===== src/rtl/power_sequencer.sv =====
// power_sequencer: brings three supply stages up in order, watches their good signals and
// shuts them down in reverse. The optional AUTO_RETRY_EN build retries after a fault, up to three attempts in total.
module power_sequencer #(
  parameter int STAGE_TIMEOUT  = 4160000,
  parameter int SETTLE_DELAY   = 416000,
  parameter int SHUTDOWN_DELAY = 41600
) (
  input  logic       i_clk,
  input  logic       i_rst,
  input  logic       i_enable,
  input  logic       i_clearFault,
  input  logic [2:0] i_stageGood,
  output logic [2:0] o_stageEnable,
  output logic       o_sequenceDone,
  output logic       o_fault,
  output logic [1:0] o_faultStage,
  output logic       o_faultType,
  output logic [2:0] o_state
);

  localparam int MAX_AB    = (STAGE_TIMEOUT > SETTLE_DELAY) ? STAGE_TIMEOUT : SETTLE_DELAY;
  localparam int MAX_DELAY = (MAX_AB > SHUTDOWN_DELAY) ? MAX_AB : SHUTDOWN_DELAY;
  localparam int CW        = (MAX_DELAY > 1) ? $clog2(MAX_DELAY) : 1;

  localparam logic [CW-1:0] TIMEOUT_LAST  = CW'(STAGE_TIMEOUT - 1);
  localparam logic [CW-1:0] SETTLE_LAST   = CW'(SETTLE_DELAY - 1);
  localparam logic [CW-1:0] SHUTDOWN_LAST = CW'(SHUTDOWN_DELAY - 1);
  localparam logic [CW-1:0] COUNT_MAX     = '1;

  typedef enum logic [2:0] {
    IDLE     = 3'd0,
    RAMP     = 3'd1,
    SETTLE   = 3'd2,
    RUNNING  = 3'd3,
    SHUTDOWN = 3'd4,
    FAULT    = 3'd5
  } state_t;

  state_t        stateReg;
  logic [1:0]    stageIdx;
  logic [CW-1:0] countReg;

  logic          goodK;
  logic [CW-1:0] countInc;
  logic [1:0]    stageUp;
  logic [1:0]    stageDown;
  logic [1:0]    firstLow;
  logic          faultHit;
  logic [1:0]    faultStageNow;
  logic          faultTypeNow;

`ifdef AUTO_RETRY_EN
  logic [1:0] retryCount;
  logic       retryArmed;
`endif

  assign goodK     = i_stageGood[stageIdx];
  assign countInc  = (countReg == COUNT_MAX) ? countReg : countReg + 1'b1;
  assign stageUp   = stageIdx + 2'd1;
  assign stageDown = stageIdx - 2'd1;
  assign o_state   = stateReg;

  // Lowest-numbered stage that has lost good while running.
  always_comb begin
    firstLow = 2'd3;
    if (!i_stageGood[1]) firstLow = 2'd2;
    if (!i_stageGood[0]) firstLow = 2'd1;
  end

  always_comb begin
    faultHit      = 1'b0;
    faultStageNow = stageUp;
    faultTypeNow  = 1'b0;
    case (stateReg)
      RAMP:    faultHit = !goodK && (countReg == TIMEOUT_LAST);
      SETTLE: begin
        faultHit     = !goodK;
        faultTypeNow = 1'b1;
      end
      RUNNING: begin
        faultHit      = (i_stageGood != 3'b111);
        faultTypeNow  = 1'b1;
        faultStageNow = firstLow;
      end
      default: faultHit = 1'b0;
    endcase
  end

  always_ff @(posedge i_clk) begin
    if (i_rst) begin
      stateReg       <= IDLE;
      stageIdx       <= 2'd0;
      countReg       <= '0;
      o_stageEnable  <= 3'b000;
      o_sequenceDone <= 1'b0;
      o_fault        <= 1'b0;
      o_faultStage   <= 2'd0;
      o_faultType    <= 1'b0;
`ifdef AUTO_RETRY_EN
      retryCount     <= 2'd0;
      retryArmed     <= 1'b0;
`endif
    end else if (faultHit) begin
      // Only the first fault is recorded; shutdown starts at the stage being worked on.
      o_fault <= 1'b1;
      if (!o_fault) begin
        o_faultStage <= faultStageNow;
        o_faultType  <= faultTypeNow;
      end
      o_sequenceDone          <= 1'b0;
      o_stageEnable[stageIdx] <= 1'b0;
      stateReg                <= SHUTDOWN;
      countReg                <= '0;
`ifdef AUTO_RETRY_EN
      if (retryCount != 2'd3) retryCount <= retryCount + 2'd1;
`endif
    end else begin
      case (stateReg)
        IDLE: begin
`ifdef AUTO_RETRY_EN
          if (i_enable && (!o_fault || retryArmed)) begin
            stageIdx         <= 2'd0;
            o_stageEnable[0] <= 1'b1;
            stateReg         <= RAMP;
            countReg         <= '0;
            retryArmed       <= 1'b0;
          end else if (o_fault) begin
            stateReg   <= FAULT;
            retryArmed <= 1'b0;
            countReg   <= '0;
          end
`else
          if (i_enable && !o_fault) begin
            stageIdx         <= 2'd0;
            o_stageEnable[0] <= 1'b1;
            stateReg         <= RAMP;
            countReg         <= '0;
          end
`endif
        end
        RAMP: begin
          if (!i_enable) begin
            o_stageEnable[stageIdx] <= 1'b0;
            stateReg                <= SHUTDOWN;
            countReg                <= '0;
          end else if (goodK) begin
            stateReg <= SETTLE;
            countReg <= '0;
          end else begin
            countReg <= countInc;
          end
        end
        SETTLE: begin
          if (!i_enable) begin
            o_stageEnable[stageIdx] <= 1'b0;
            stateReg                <= SHUTDOWN;
            countReg                <= '0;
          end else if (countReg == SETTLE_LAST) begin
            countReg <= '0;
            if (stageIdx == 2'd2) begin
              stateReg       <= RUNNING;
              o_sequenceDone <= 1'b1;
`ifdef AUTO_RETRY_EN
              retryCount     <= 2'd0;
`endif
            end else begin
              stageIdx               <= stageUp;
              o_stageEnable[stageUp] <= 1'b1;
              stateReg               <= RAMP;
            end
          end else begin
            countReg <= countInc;
          end
        end
        RUNNING: begin
          if (!i_enable) begin
            o_sequenceDone   <= 1'b0;
            o_stageEnable[2] <= 1'b0;
            stageIdx         <= 2'd2;
            stateReg         <= SHUTDOWN;
            countReg         <= '0;
          end
        end
        SHUTDOWN: begin
          // Good-signal drops are expected here and deliberately not monitored.
          if (countReg == SHUTDOWN_LAST) begin
            countReg <= '0;
            if (stageIdx != 2'd0) begin
              stageIdx                 <= stageDown;
              o_stageEnable[stageDown] <= 1'b0;
            end else begin
              stateReg <= o_fault ? FAULT : IDLE;
            end
          end else begin
            countReg <= countInc;
          end
        end
        FAULT: begin
          if (i_clearFault && !i_enable) begin
            o_fault      <= 1'b0;
            o_faultStage <= 2'd0;
            o_faultType  <= 1'b0;
            stateReg     <= IDLE;
            countReg     <= '0;
`ifdef AUTO_RETRY_EN
            retryCount   <= 2'd0;
          end else if (i_enable && (retryCount != 2'd3)) begin
            if (countReg == TIMEOUT_LAST) begin
              stateReg   <= IDLE;
              retryArmed <= 1'b1;
              countReg   <= '0;
            end else begin
              countReg <= countInc;
            end
`endif
          end
        end
        default: stateReg <= IDLE;
      endcase
    end
  end

endmodule


===== config.mk =====
export PLATFORM = sky130hd
export DESIGN_NAME = power_sequencer
export DESIGN_NICKNAME = d
export VERILOG_FILES = /design/src/rtl/power_sequencer.sv
export SDC_FILE = /design/constraint.sdc
export NUM_CORES = 1
export LEC_CHECK = 0
export BUFFER_PORTS_ARGS = -buffer_cell sky130_fd_sc_hd__buf_2
export CAP_MARGIN = 40
export CORE_MARGIN = 2
export CORE_UTILIZATION = 40
export DETAILED_ROUTE_END_ITERATION = 8
export PLACE_DENSITY = 0.59
export SYNTH_ARGS = -nofsm -noshare
export SYNTH_HDL_FRONTEND = slang
export SYNTH_SLANG_ARGS = --single-unit

===== constraint.sdc =====
create_clock -name i_clk -period 3.5 [get_ports i_clk]
set_input_delay 0.35 -clock i_clk [delete_from_list [all_inputs] [get_ports i_clk]]
set_output_delay 0.35 -clock i_clk [all_outputs]
set_load 0.1 [all_outputs]

==> results.toml <==
[setup_path]
critical_path_required_ns = 3.73
crit_family = "simple AND/OR/NAND/NOR gates"
startpoint_type = "flip-flop"
crit_top_cell = "or4_1"
cp.arrival_ns = 3.07
critical_path_buf_inv_count = 0
worst_setup_path_end_kind = "flip-flop"
crit_fanout = 9
slowest_stage = "or4_1"
worstSetupPathType = "reg -> reg"
r2r_slack_ns = 0.66
slowest_delay_ns = 0.66
crit_chain = "ha_1 > nand4b_1 > or4_1 > o31a_1 > o22a_1 > or4_1 > a21boi_1"

[layout]
finish.utilization_pct = 46.0
multi_input_area_um2 = 1700
fillers = 619
diodes = 0
seq_area_um2 = 701
syn_to_final_growth_pct = 9.54
nets = 360
stdcell_area_um2 = 2770
final_cell_mix = "35 x dfxtp_1, 28 x nor2_1, 25 x a21oi_1"
drive_gt1_share_pct = 10.1
final_common_cell = "dfxtp_1"

[placed_design]
place.gp.congestion = 0.896
dpl_cell_area_um2 = 2670
post-place-ws_ns = 0.723
dpl.hpwl_um = 5270
port_buffers = 17

[timing]
max_slew.worst_pin.slew_ns = 0.622
fmax_mhz = 352
fin_setup_tns_ns = 0
fin_skew_ns = 0.0111
maxSlewViolCount = 0
max_slew_margin_pct = 58.5
rsz0062_at_grt = "false"
hold_violations = 0
finalWorstSetupSlack_ns = 0.660
setup_viol = 0
layout_min_cycle_time_ns = 2.84
min_period_over_period_pct = 81.1

[clock_network]
cts_tree = "yes"
cts_root_buffer = "clkbuf_8"
cts.sinks = 35
cts-htree-levels = 2
ctsHoldBuffers = 0
clock_path_buffers = 2
cts.repair.resized = 0
numCtsBuffers = 5
postCtsSetupRepairBufs = 0
clk_pin_slew_ns = 0.08
worstSkewPairLatency_ns = 0.30

[routing]
drt_iter0_drc = 253
wl_per_cell_um = 17.3
routed_wl_um = 7290
first_pass_iters = 6
drc = 0
num_vias = 2677
antenna_left = 0
vias_per_cell = 6.36

[synth]
ys_ff_latch = 35
yosys.area_share.simple_pct = 33.9
synth-edff-count = 0
synth.net_count = 350
synth_compound_area_share_pct = 23.4
synthArstFlopShare_pct = 0
synth_top_area_share_pct = 27.7
synthesis.area_um2 = 2530
ys_types = 57
synth_top_family_by_area = "simple AND/OR/NAND/NOR gates"
synth_top_area_cell = "dfxtp_1"
syn_inst = 335
seq_area_frac_synth_pct = 27.7
synth_fa_ha_area_share_pct = 3.95
ys_warn_count = 0
synth_xor_area_share_pct = 4.50
synthTopCellsByArea = "dfxtp_1 28%, a21oi_1 4.9%, nand4_1 4.2%"
synth_mux_area_share_pct = 1.24
synth_ff_type = "dfxtp_1"
synth.avg_cell_area_um2 = 7.56

[power]
power_density_nw_per_um2 = 579
max-vdd-ir-drop_uv = 481
leakage_uw = 0.000956

[floorplanning]
dieWidth_um = 83.6
rows = 28
initial_core_util_pct = 42.0
die_y_um = 83.6
die_area_um2 = 6980
io_pins = 18
core_area_um2 = 6030

[job]
maxCapViolations = 0

[grt]
grt_pass1_vias = 2357
grt_max_degree = 23
grt_antenna_before_repair = 0
grt-ovfl-total = 0
grt_pass1_wl_um = 11900
grt_usage_pct = 20.6

[status]
status = "completed"

[worst_hold_path]
min_path_type = "in -> reg"
[final cells by class]
class | instances | share of cell area (%)
Multi-Input combinational cell | 266 | 61.2
Sequential cell | 35 | 25.3
Timing Repair Buffer | 23 | 4.69
Tap cell | 75 | 3.38
Clock buffer | 6 | 2.98
Inverter | 14 | 1.90
Clock inverter | 2 | 0.587
[state kept, by name, summed over array words and instances, names as in the netlist]
signal / cells
o_state: 3
o_sequenceDone: 1
o_fault: 1
countReg: 22
o_faultType: 1
o_faultStage: 2
o_stageEnable: 3
stageIdx: 2
[metal layers]
layer	GRT usage [%]	vias up	part of all wire, %
li1	-	1295	-
met5	0	-	0
met2	29.6	110	42
met3	3.26	9	6.9
met1	31.4	1263	50
met4	6.16	0	1.5
[worst paths after layout]
kind                                      start         endpoint  depth (start not counted)
worst min register to register  o_faultStage[1]  o_faultStage[1]                          2
worst max register to register      countReg[0]       o_state[0]                          7
worst max-delay path                countReg[0]       o_state[0]                          7
worst min-delay path                      i_rst      o_faultType                          2
[logic make-up (layout without fill, tap and decap cells)]
family / count (synthesis) / count (layout)
compound gates: 88 / 88
fa+ha+maj: 8 / 8
mux: 3 / 3
flops: 35 / 35
simple gates: 154 / 154
buf+inv: 34 / 45
xor+xnor: 13 / 13
[synthesized netlist by cell type (2+ instances only)]
cell       n
a211oi_1   5
a21oi_1   25
a22oi_1    2
a311oi_1   2
a31oi_1    3
and2_1     4
and3_1    11
buf_2      5
clkbuf_1  14
dfxtp_1   35
ha_1       8
inv_1     13
mux2i_1    2
nand2_1   20
nand2b_1  10
nand3_1   13
nand4_1   17
nand4b_1   4
nor2_1    28
nor2b_1    6
nor3_1    12
nor4_1     4
nor4b_1    2
o211ai_1   7
o21ai_0   15
o22a_1     2
o31a_1     2
o31ai_1    6
o32ai_1    3
o41ai_1    2
or3_1      4
or4_1     13
xnor2_1    3
xor2_1    10
[per-stage QoR]
stage | std cells | power, uW | hold slack, ns
final | 421 | 1610 | 0.404
after global routing | 421 | 1700 | 0.426
after CTS | 421 | 1600 | 0.395
after detailed placement | 413 | 1270 | 0.484
after global placement | 413 | 1270 | 0.475
after floorplan | 335 | 1100 | 0.456
[where the power goes]
part	total (uW)	internal, uW	switching (uW)
Clock	327	161	166
Combinational	779	230	549
Sequential	500	434	65.6
(Power assumes the default switching activity.)
